<file path="src/rtl/alu_pkg.sv">
// ----------------------------------------------------------------------------
// alu_pkg
// Definitions shared across the integer ALU datapath.
//   OP_ADD / OP_SUB : encoding of the add/subtract select input
//   state_t         : control states of the multi-cycle add/subtract unit
//   FLAG_*          : bit positions of the condition flags inside a flag vector
//   FLAGS_RESET     : flag vector value after reset (only zero set, because the
//                     cleared result is 0)
// ----------------------------------------------------------------------------
package alu_pkg;

    localparam logic OP_ADD = 1'b0;
    localparam logic OP_SUB = 1'b1;

    typedef enum logic [1:0] {
        IDLE = 2'd0,
        RUN  = 2'd1,
        DONE = 2'd2
    } state_t;

    localparam int FLAG_C    = 0;   // carry (add) / borrow (subtract)
    localparam int FLAG_V    = 1;   // signed overflow
    localparam int FLAG_Z    = 2;   // result is zero
    localparam int FLAG_N    = 3;   // result MSB
    localparam int NUM_FLAGS = 4;

    localparam logic [NUM_FLAGS-1:0] FLAGS_RESET = 4'b0100;

endpackage : alu_pkg

</file>
<file path="src/rtl/addsub_chunk.sv">
// ----------------------------------------------------------------------------
// addsub_chunk
// Combinational CHUNK-bit ripple adder used as the per-cycle slice of the
// serial add/subtract unit. Subtraction is handled by the caller (inverted y
// and inverted carry in), so this block only ever adds.
//   x, y  : slice operands
//   cin   : carry into bit 0
//   sum   : x + y + cin (low CHUNK bits)
//   cout  : carry out of the slice MSB
//   c_msb : carry into the slice MSB; XOR with cout gives signed overflow
//           when this is the top slice of the word
// ----------------------------------------------------------------------------
module addsub_chunk #(
    parameter int CHUNK = 4
) (
    input  logic [CHUNK-1:0] x,
    input  logic [CHUNK-1:0] y,
    input  logic             cin,
    output logic [CHUNK-1:0] sum,
    output logic             cout,
    output logic             c_msb
);

    // c[i] is the carry into bit i; c[CHUNK] leaves the slice.
    logic [CHUNK:0] c;

    assign c[0] = cin;

    genvar gi;
    generate
        for (gi = 0; gi < CHUNK; gi++) begin : g_bit
            assign sum[gi]  = x[gi] ^ y[gi] ^ c[gi];
            assign c[gi+1]  = (x[gi] & y[gi]) | (c[gi] & (x[gi] ^ y[gi]));
        end
    endgenerate

    assign cout  = c[CHUNK];
    assign c_msb = c[CHUNK-1];

endmodule : addsub_chunk

</file>
<file path="src/rtl/addsub_serial.sv">
// ----------------------------------------------------------------------------
// addsub_serial
// Multi-cycle WIDTH-bit add/subtract unit built around a CHUNK-bit adder.
// One slice is processed per clock, least significant slice first, so an
// operation takes N = WIDTH/CHUNK cycles after the accepting edge.
//
// Ports
//   clk        : rising-edge clock
//   reset      : synchronous, active-high; aborts any operation in flight
//   start      : request, sampled only in IDLE or DONE
//   op         : OP_ADD (0) or OP_SUB (1)
//   a, b       : operands (a - b for subtract)
//   carry_in   : carry in (add) / borrow in (subtract)
//   busy       : operation in progress
//   done       : one-cycle pulse when the result/flag outputs update
//   difference : result (name shared with the older combinational block)
//   carry_out  : carry out (add) / borrow out (subtract)
//   overflow   : signed two's-complement overflow
//   zero       : difference == 0
//   negative   : difference[WIDTH-1]
//
// Subtraction is done as a + ~b + ~carry_in, with the final carry inverted to
// give an unsigned borrow. The partial sum lives in its own register so the
// visible outputs only move on completion.
// ----------------------------------------------------------------------------
module addsub_serial
    import alu_pkg::*;
#(
    parameter int WIDTH = 16,
    parameter int CHUNK = 4
) (
    input  logic             clk,
    input  logic             reset,
    input  logic             start,
    input  logic             op,
    input  logic [WIDTH-1:0] a,
    input  logic [WIDTH-1:0] b,
    input  logic             carry_in,
    output logic             busy,
    output logic             done,
    output logic [WIDTH-1:0] difference,
    output logic             carry_out,
    output logic             overflow,
    output logic             zero,
    output logic             negative
);

    localparam int N     = WIDTH / CHUNK;
    localparam int IDX_W = (N > 1) ? $clog2(N) : 1;
    // Partial-sum register holds the slices already produced; with a single
    // slice there is nothing to hold, so it is kept one bit wide and unused.
    localparam int PART_W = (N > 1) ? (WIDTH - CHUNK) : 1;

    localparam logic [IDX_W-1:0] LAST_IDX = IDX_W'(N - 1);

    generate
        if ((CHUNK < 1) || (WIDTH < CHUNK) || ((WIDTH % CHUNK) != 0)) begin : g_bad_params
            $error("addsub_serial: WIDTH must be a non-zero multiple of CHUNK");
        end
    endgenerate

    // ------------------------------------------------------------------
    // Control state
    // ------------------------------------------------------------------
    state_t state_reg;
    state_t state_next;
    logic   load;        // latch operands, restart slice counter
    logic   step;        // process one slice
    logic   last_chunk;  // the slice being processed is the top one

    // ------------------------------------------------------------------
    // Datapath state
    // ------------------------------------------------------------------
    logic [WIDTH-1:0]     a_sh_reg;     // operand a, shifted right per slice
    logic [WIDTH-1:0]     b_sh_reg;     // operand b (pre-inverted for subtract)
    logic                 carry_reg;    // carry chained between slices
    logic                 op_reg;       // latched operation
    logic [IDX_W-1:0]     idx_reg;      // slice index
    logic [PART_W-1:0]    part_reg;     // slices produced so far, top-aligned
    logic [PART_W-1:0]    part_next;

    logic [WIDTH-1:0]     diff_reg;
    logic [NUM_FLAGS-1:0] flags_reg;
    logic [NUM_FLAGS-1:0] flags_final;

    // ------------------------------------------------------------------
    // Slice adder
    // ------------------------------------------------------------------
    logic [CHUNK-1:0] chunk_sum;
    logic             chunk_cout;
    logic             chunk_c_msb;
    logic [WIDTH-1:0] sum_full;     // full word as it stands after this slice

    addsub_chunk #(
        .CHUNK (CHUNK)
    ) u_chunk (
        .x     (a_sh_reg[CHUNK-1:0]),
        .y     (b_sh_reg[CHUNK-1:0]),
        .cin   (carry_reg),
        .sum   (chunk_sum),
        .cout  (chunk_cout),
        .c_msb (chunk_c_msb)
    );

    // New slices enter at the top and older ones move down, so after the
    // last slice the word is in its natural bit order.
    generate
        if (N == 1) begin : g_single
            assign sum_full  = chunk_sum;
            assign part_next = 1'b0;
        end else begin : g_multi
            assign sum_full  = {chunk_sum, part_reg};
            assign part_next = sum_full[WIDTH-1:CHUNK];
        end
    endgenerate

    assign last_chunk = (idx_reg == LAST_IDX);

    // Flags are only meaningful on the top slice, where chunk_cout and
    // chunk_c_msb are the word's carry out of / into the MSB.
    always_comb begin
        flags_final         = '0;
        flags_final[FLAG_C] = (op_reg == OP_SUB) ? ~chunk_cout : chunk_cout;
        flags_final[FLAG_V] = chunk_c_msb ^ chunk_cout;
        flags_final[FLAG_Z] = ~|sum_full;
        flags_final[FLAG_N] = sum_full[WIDTH-1];
    end

    // ------------------------------------------------------------------
    // FSM: state register
    // ------------------------------------------------------------------
    always_ff @(posedge clk) begin
        if (reset) begin
            state_reg <= IDLE;
        end else begin
            state_reg <= state_next;
        end
    end

    // ------------------------------------------------------------------
    // FSM: next state and datapath controls
    // ------------------------------------------------------------------
    always_comb begin
        state_next = state_reg;
        load       = 1'b0;
        step       = 1'b0;
        unique case (state_reg)
            IDLE: begin
                if (start) begin
                    load       = 1'b1;
                    state_next = RUN;
                end
            end
            RUN: begin
                // start is deliberately ignored here; it is not queued.
                step = 1'b1;
                if (last_chunk) begin
                    state_next = DONE;
                end
            end
            DONE: begin
                // Accepting here gives back-to-back operations every N+1 cycles.
                if (start) begin
                    load       = 1'b1;
                    state_next = RUN;
                end else begin
                    state_next = IDLE;
                end
            end
            default: begin
                state_next = IDLE;
            end
        endcase
    end

    // ------------------------------------------------------------------
    // Datapath registers
    // ------------------------------------------------------------------
    always_ff @(posedge clk) begin
        if (reset) begin
            a_sh_reg  <= '0;
            b_sh_reg  <= '0;
            carry_reg <= 1'b0;
            op_reg    <= OP_ADD;
            idx_reg   <= '0;
            part_reg  <= '0;
            diff_reg  <= '0;
            flags_reg <= FLAGS_RESET;
        end else if (load) begin
            a_sh_reg  <= a;
            b_sh_reg  <= (op == OP_SUB) ? ~b : b;
            carry_reg <= (op == OP_SUB) ? ~carry_in : carry_in;
            op_reg    <= op;
            idx_reg   <= '0;
        end else if (step) begin
            a_sh_reg  <= a_sh_reg >> CHUNK;
            b_sh_reg  <= b_sh_reg >> CHUNK;
            carry_reg <= chunk_cout;
            part_reg  <= part_next;
            idx_reg   <= idx_reg + IDX_W'(1);
            if (last_chunk) begin
                diff_reg  <= sum_full;
                flags_reg <= flags_final;
            end
        end
    end

    // ------------------------------------------------------------------
    // Outputs
    // ------------------------------------------------------------------
    assign busy       = (state_reg == RUN);
    assign done       = (state_reg == DONE);
    assign difference = diff_reg;
    assign carry_out  = flags_reg[FLAG_C];
    assign overflow   = flags_reg[FLAG_V];
    assign zero       = flags_reg[FLAG_Z];
    assign negative   = flags_reg[FLAG_N];

endmodule : addsub_serial

</file>
<file path="config.mk">
export PLATFORM = sky130hd
export DESIGN_NAME = addsub_serial
export DESIGN_NICKNAME = d
export VERILOG_FILES = /design/src/rtl/alu_pkg.sv /design/src/rtl/addsub_chunk.sv /design/src/rtl/addsub_serial.sv
export SDC_FILE = /design/constraint.sdc
export NUM_CORES = 1
export LEC_CHECK = 0
export BUFFER_PORTS_ARGS = -buffer_cell sky130_fd_sc_hd__buf_4
export CORE_MARGIN = 8
export CORE_UTILIZATION = 30
export CTS_CLUSTER_SIZE = 8
export DETAILED_ROUTE_END_ITERATION = 8
export SYNTH_ARGS = -nofsm -noshare
export SYNTH_HDL_FRONTEND = slang
export SYNTH_SLANG_ARGS = --single-unit
export TNS_END_PERCENT = 20
</file>
<file path="constraint.sdc">
create_clock -name clk -period 4.2 [get_ports clk]
set_clock_uncertainty 0.05 [all_clocks]
set_input_delay 0.63 -clock clk [delete_from_list [all_inputs] [get_ports clk]]
set_output_delay 0.63 -clock clk [all_outputs]
set_load 0.02 [all_outputs]
</file>
== Yosys cells after proc, flatten, opt, wreduce, memory -nomap -nowiden ==
Index checks and enable logic that the tools add are counted.
Storage, ports and cells
  output and inout port bits: 22
  flip-flop bits (word level): 70
Operators by class
  multiplexer cells: 16
  reduce and logical (&&, ||, !) cells: 9
  add/sub/neg operators: 1
  equality and inequality tests: 5
  bitwise operators: 25
Operator list (number)
  $mux W16: 5
  $not A16 Y16: 1
  $reduce_or A16 Y1: 1
  $xor A1 B1 Y1: 9
  $and A1 B1 Y1: 8
  $mux W1: 8
  $pmux W2 S3: 1
  $eq A2 B2 Y1 const B: 2
  $mux W2: 2
  $or A1 B1 Y1: 4
  $reduce_and A2 Y1: 2
  $reduce_or A2 Y1: 2
  $not A1 Y1: 3
  $reduce_and A3 Y1: 1
  $add A2 B1 Y2 const B: 1
  $eq A2 B1 Y1 const B: 1
  $logic_not A2 Y1: 1
  $ne A2 B1 Y1 const B: 1
  $ne A2 B2 Y1 const B: 1
  $reduce_bool A2 Y1: 1
  $logic_not A1 Y1: 1

== Logic depth before layout (Yosys ltp) ==
Gate-level depths: netlist (run 1).
  depth after elaboration: 11
  mapped depth: 9
  depth with buffers taken out: 9

== Cells and area by module ==
Synthesis (run 1) repeated with hierarchy kept, for this count alone.
Unflattened totals
  cells, all modules: 346
  area, all modules: 2931.6 µm²
By module, submodules not included
  addsub_serial: instances 1, cells each 334, area each 2821.5 µm²
  addsub_chunk: instances 1, cells each 12, area each 110.1 µm²

== Worst setup path before layout (run 1) ==
No wires, ideal clock.
  path kind: reg2reg
  start point: register a_sh_reg[0]
  end point: register flags_reg[2]
  required time: 4.076 ns
  path buffers: 0
  period minus slack after synthesis: 2.401 ns
  cell stages (with the launch flop): 10
  slack: 1.799 ns
  data arrival time: 2.277 ns
  cell sequence: dfxtp_1 > inv_1 > fa_1 > inv_1 > fa_1 > fa_1 > fa_1 > nor4b_1 > nand4_1 > o21ai_0
Between the ends
  longest elaborated chain between the ends: 10
  elaborated cells between the ends (all ways): 14
RTL lines
  start, declared: RTL line addsub_serial.sv:74  | logic [WIDTH-1:0] a_sh_reg;
  start signal, assigned: RTL line addsub_serial.sv:196  | a_sh_reg <= a_sh_reg >> CHUNK;
  $xor A1 B1 Y1: RTL line addsub_chunk.sv:33  | assign c[gi+1] = (x[gi] & y[gi]) | (c[gi] & (x[gi] ^ y[gi]));
  $and A1 B1 Y1: RTL line addsub_chunk.sv:33
  $or A1 B1 Y1 *: RTL line addsub_chunk.sv:33
  $and A1 B1 Y1 *: RTL line addsub_chunk.sv:33
  $or A1 B1 Y1 *: RTL line addsub_chunk.sv:33
  $and A1 B1 Y1 *: RTL line addsub_chunk.sv:33
  $or A1 B1 Y1 *: RTL line addsub_chunk.sv:33
  $xor A1 B1 Y1 *: RTL line addsub_chunk.sv:32  | assign sum[gi] = x[gi] ^ y[gi] ^ c[gi];
  via chunk_sum[3]: RTL line addsub_serial.sv:89  | logic [CHUNK-1:0] chunk_sum;
  $reduce_or A16 Y1 *: RTL line addsub_serial.sv:125  | flags_final[FLAG_Z] = ~|sum_full;
  $logic_not A1 Y1 *: RTL line addsub_serial.sv:125
  end signal, assigned: RTL line addsub_serial.sv:203  | flags_reg <= flags_final;
  end, declared: RTL line addsub_serial.sv:83  | logic [NUM_FLAGS-1:0] flags_reg;
The timed path passes the listed nets; every way through them passes the cells marked *.
A chain may end at the register's enable or synchronous reset.

== Final worst setup path (run 1) ==
  start point: register state_reg[1]
  end point: output port busy
Between the ends
  longest elaborated chain between the ends: 1
RTL lines
  start, declared: RTL line addsub_serial.sv:65  | state_t state_reg;
  start signal, assigned: RTL line addsub_serial.sv:136  | state_reg <= state_next;
  $eq A2 B1 Y1: RTL line addsub_serial.sv:211  | assign busy = (state_reg == RUN);
  end, declared: RTL line addsub_serial.sv:39  | output logic busy,
No other way between the ends.

==> results of run 1 <==
[power breakdown]
group          total [mW]  internal (mW)  switching, mW
Clock               0.542          0.317          0.225
Combinational       0.178         0.0775          0.101
Sequential          0.708          0.687         0.0211
[metrics by stage]
step	std cells	instance area, um2	hold slack (ns)	power, mW	setup WS (ns)
3_3_place_gp	504	3370	0.393	0.900	1.70
2_1_floorplan	340	2920	0.394	0.851	1.80
3_5_place_dp	504	3370	0.397	0.904	1.65
4_1_cts	518	3570	0.407	1.45	1.30
5_1_grt	518	3570	0.425	1.50	1.16
6_report	518	3570	0.405	1.43	1.32
[kinds of logic (layout without fill, tap and decap cells)]
logic type | count (synthesis) | count (layout) | share of synthesized area, %
buf+inv | 35 | 80 | 6.68
compound gates | 80 | 80 | 16.9
fa+ha+maj | 5 | 5 | 3.17
simple gates | 129 | 129 | 19.3
xor+xnor | 20 | 20 | 6.00
mux | 2 | 2 | 0.686
flops | 69 | 69 | 47.3
[layout by cell type, fill, tap and decap left out, types with 2 or more instances in the layout]
cell type	count
clkbuf_8	12
nor3_1	15
inv_1	4
a21oi_1	49
nand2b_1	2
a311oi_1	2
fa_1	4
a311oi_2	3
xor2_1	17
mux2i_1	2
xnor2_1	3
nand2_1	71
nor2_1	11
buf_4	61
o22ai_1	6
nand3_1	21
a211oi_1	4
a22oi_1	14
dfxtp_1	69
nor4_1	3
[layout make-up]
class | count | share of cell area, %
sequential | 69 | 38.7
multi-input combinational | 236 | 37.7
timing repair buffer | 61 | 12.8
clock buffer | 13 | 4.73
tap | 133 | 4.66
clock inverter | 1 | 0.841
inverter | 5 | 0.561
[worst min-delay path by stage]
stage	slack [ns]	endpoint	cells after the start
2_1_floorplan	0.39	b_sh_reg[12]	2
3_3_place_gp	0.39	difference[6]	2
3_5_place_dp	0.40	difference[5]	2
4_1_cts	0.41	difference[5]	2
5_1_grt	0.42	difference[10]	2
6_report	0.40	difference[10]	2
[worst max-delay path: cells and delay by family, from the launching register on]
kind                   cells  cell delay, ns
buffers and inverters      3            1.40
flip-flops                 1            0.35
AND/OR/NAND/NOR            1            0.11
[routing by layer]
metal / vias to the layer above / part of all wire, % / GRT usage [%]
li1: 1245 / - / -
met1: 1110 / 44 / 12.8
met2: 69 / 49 / 18.1
met3: 9 / 6.9 / 4.91
met4: 0 / 0.61 / 3.19
met5: - / 0 / 0
==> flow_summary.json, run 1 <==
{
  "clockBufferDepth": 2,
  "slew_violations": 0,
  "place.gp.congestion": 0.754,
  "r2r_slack_ns": 1.63,
  "core_mm2": 0.00959,
  "crit_chain": "nand2b_1, buf_4, clkinv_2, buf_4",
  "max-cap-violations": 0,
  "crit_path_frequent_cell": "buf_4",
  "min_from": "difference[10]",
  "row_count": 36,
  "synth_top_area_share_pct": 47.3,
  "antennaDiodeCount": 0,
  "ys_top_cells_by_count": "nand2_1, dfxtp_1, a21oi_1",
  "critical_path_class": "reg -> out",
  "cts_hold_buf": 0,
  "power_density_mw_per_mm2": 400,
  "p_leak_nw": 1.35,
  "synthArstFlopShare_pct": 0,
  "r2r-end": "flags_reg[2]",
  "nets": 424,
  "ys_seq_area_share_pct": 47.3,
  "dr.pass1.iters": 4,
  "r2r_cells": 9,
  "ys_ff_latch": 69,
  "n_fill_cell": 1022,
  "synth_nets": 382,
  "hold_class": "reg -> reg",
  "fp.dieH_um": 115,
  "die_width_um": 115,
  "path_max_fanout": 45,
  "setup_viol": 0,
  "cp-end-kind": "output pin",
  "yosysMostFrequentCell": "nand2_1",
  "vias": 2433,
  "final_hold_viol_count": 0,
  "startpoint": "state_reg[1]",
  "synth_ff_type": "dfxtp_1",
  "drt_iter0_markers": 160,
  "utilization_pct": 37.2,
  "overflow": 0,
  "syn_area_mm2": 0.00292,
  "port_buffers": 58,
  "synth_top_area_cell": "dfxtp_1",
  "ant_nets": 0,
  "die-area_mm2": 0.0131,
  "grtUsageTotal_pct": 11.1,
  "io_pins": 59,
  "clk_latency_ns": 0.34,
  "cts_buffers": 9,
  "path_clk_slew_ns": 0.07,
  "endpoint": "busy",
  "crit_slowest_cell": "clkinv_2",
  "start_util_pct": 30.4,
  "netlist_instances": 340,
  "fin_crit_ns": 2.88,
  "tns_ns": 0,
  "post-cts-setup-buffers": 0,
  "wl_per_cell_um": 13.2,
  "antenna_found_initial": 0,
  "arrival_ns": 2.20,
  "drive_above_1_share_pct": 20.5,
  "multi_input_area_mm2": 0.00135,
  "synth_edf_count": 0,
  "reg2reg_from": "b_sh_reg[0]",
  "yosysWarnings": 0,
  "yosys-top-cells-area": "dfxtp_1, nand2_1, a21oi_1",
  "cts_resized": 0,
  "clkSinkCount": 69,
  "worst_pin_slew_ns": 0.947,
  "status": "completed",
  "grt_max_degree": 70,
  "critical-path-max-stage-delay_ns": 0.62,
  "relSlewSlack_pct": 36.6,
  "synth_cell_types": 31,
  "regArea_mm2": 0.00138,
  "finalCritPeriodShare_pct": 68.5,
  "syn_avg_cell_area_um2": 8.59,
  "fmax_ghz": 0.348,
  "area_delta_synth_final_pct": 22.3,
  "critPathRequiredTime_ns": 3.52,
  "start_kind": "register",
  "rsz0062_at_grt": "no",
  "ctsHtreeMaxLevel": 3,
  "grt_pass1_wl_um": 11700,
  "clockRootBuffer": "clkbuf_8",
  "cts_tree": "done",
  "max-vdd-ir-drop_uv": 180,
  "hpwl_um": 4660,
  "vias_per_cell": 4.70,
  "drt_wl_total_um": 6850,
  "drc": 0,
  "grt_pass1_vias": 2494
}
Note: power is estimated with default switching activity, not from simulation.
==> run 2, diff against run 1 <==
clock period = 2.3 ns   (was 4.2 ns; I/O delays follow)
==> flow_summary.json, run 2 (synthesis gave the netlist of run 1 again) <==
{
  "status": "finished, violations left",
  "violations": "setup timing",
  "clockRootBuffer": "clkbuf_8",
  "rsz0062_at_grt": "yes",
  "fin_crit_ns": 2.35,
  "ctsHtreeMaxLevel": 3,
  "cp-end-kind": "register",
  "die-area_mm2": 0.0131,
  "grt_pass1_wl_um": 11800,
  "multi_input_area_mm2": 0.00137,
  "final_cells": 524,
  "regArea_mm2": 0.00138,
  "clk_latency_ns": 0.34,
  "hold_class": "in -> reg",
  "grt_pass1_vias": 2472,
  "worst_slack_ns": -0.0505,
  "clockBufferDepth": 2,
  "antenna_found_initial": 0,
  "place_ws_ns": -0.149,
  "vias": 2420,
  "n_fill_cell": 1029,
  "setup_viol": 3,
  "io_pins": 59,
  "start_util_pct": 30.4,
  "area_delta_synth_final_pct": 24.3,
  "arrival_ns": 2.58,
  "slew_violations": 0,
  "cts_tree": "done",
  "clkSinkCount": 69,
  "drt_wl_total_um": 6910,
  "mostFrequentLayoutCells": "nand2_1, dfxtp_1, buf_4",
  "place_inst": 507,
  "path_max_fanout": 2,
  "die_width_um": 115,
  "ant_nets": 0,
  "path_clk_slew_ns": 0.07,
  "max-cap-violations": 0,
  "dr.pass1.iters": 4,
  "fp.dieH_um": 115,
  "drc": 0,
  "grtUsageTotal_pct": 11.3,
  "final_common_cell": "nand2_1",
  "cts_buffers": 9,
  "hpwl_um": 4520,
  "max-vdd-ir-drop_uv": 357,
  "critical_path_class": "reg -> reg",
  "grt_max_degree": 70,
  "antennaDiodeCount": 0,
  "power_density_mw_per_mm2": 720,
  "fmax_ghz": 0.425,
  "cts_hold_buf": 0,
  "drt_iter0_markers": 100,
  "finalCritPeriodShare_pct": 102,
  "final_hold_viol_count": 0,
  "p_leak_nw": 1.36,
  "port_buffers": 58,
  "vias_per_cell": 4.62,
  "wl_per_cell_um": 13.2,
  "row_count": 36,
  "start_kind": "register",
  "nets": 428,
  "drive_above_1_share_pct": 24.3,
  "overflow": 0,
  "critPathRequiredTime_ns": 2.53,
  "worst_pin_slew_ns": 0.766,
  "place.gp.congestion": 0.735,
  "core_mm2": 0.00959,
  "relSlewSlack_pct": 48.9
}
[run 2: cell types whose count changed in the layout (fill, tap and decap cells not counted), sizes merged]
cell	previous run	this run
clkinvlp	0	3
clkbuf	13	10
clkinv	1	3
buf	61	65
[run 2: repair_timing]
action,4_1_cts,5_1_grt
setup buffers,0,1
endpoints found under the setup margin,5,6
resized for setup,3,5
pin swaps,1,2
[run 2: worst max-delay path, stage by stage, from the launching register on]
cell and delay [ns]:
dfxtp_2 0.32, inv_1 0.07, fa_1 0.20, inv_2 0.05, fa_2 0.34, fa_2 0.36, fa_2 0.44, nor4b_2 0.22
nand4_1 0.11, o21ai_1 0.14
[run 2: stage by stage]
stage | power [mW] | cell area [um2] | TNS, ns | hold WS (ns) | utilization [%]
2_1_floorplan | 1.56 | 2930 | -0.0287 | 0.394 | -
6_report | 2.61 | 3630 | -0.0604 | 0.201 | 37.8
5_1_grt | 2.75 | 3630 | -0.392 | 0.189 | 37.8
3_5_place_dp | 1.66 | 3400 | -0.291 | 0.397 | 35.5
4_1_cts | 2.65 | 3610 | -0.154 | 0.181 | 37.6
3_3_place_gp | 1.65 | 3400 | -0.0700 | 0.393 | 35.5
[run 2: final timing paths]
kind | start | slack [ns] | to | depth (start not counted)
setup / recovery | a_sh_reg[0] | -0.05 | flags_reg[2] | 9
hold reg to reg | difference[2] | 0.40 | difference[2] | 2
hold / removal | a[12] | 0.20 | a_sh_reg[12] | 3
setup reg to reg | a_sh_reg[0] | -0.05 | flags_reg[2] | 9
[run 2: power by group]
group          switching (mW)  total [mW]  leakage (nW)  internal, mW
Clock                   0.457       0.983        0.0943         0.526
Sequential             0.0392        1.29         0.563          1.25
Combinational           0.188       0.337         0.702         0.150
[run 2: per-layer routing]
metal,global-route usage (%),vias up,wire (um)
li1,-,1256,-
met1,13.5,1103,3080
met2,17.5,59,3270
met3,5.54,2,523
met4,3.19,0,38
met5,0,-,0
[run 2: cell type report]
type                    count  share of cell area (%)
inverters                   5                   0.551
well taps                 133                    4.58
clock buffers              10                    3.79
flip-flops and latches     69                    38.1
clock inverters             6                    1.72
multi-input cells         236                    37.8
repair buffers             65                    13.4
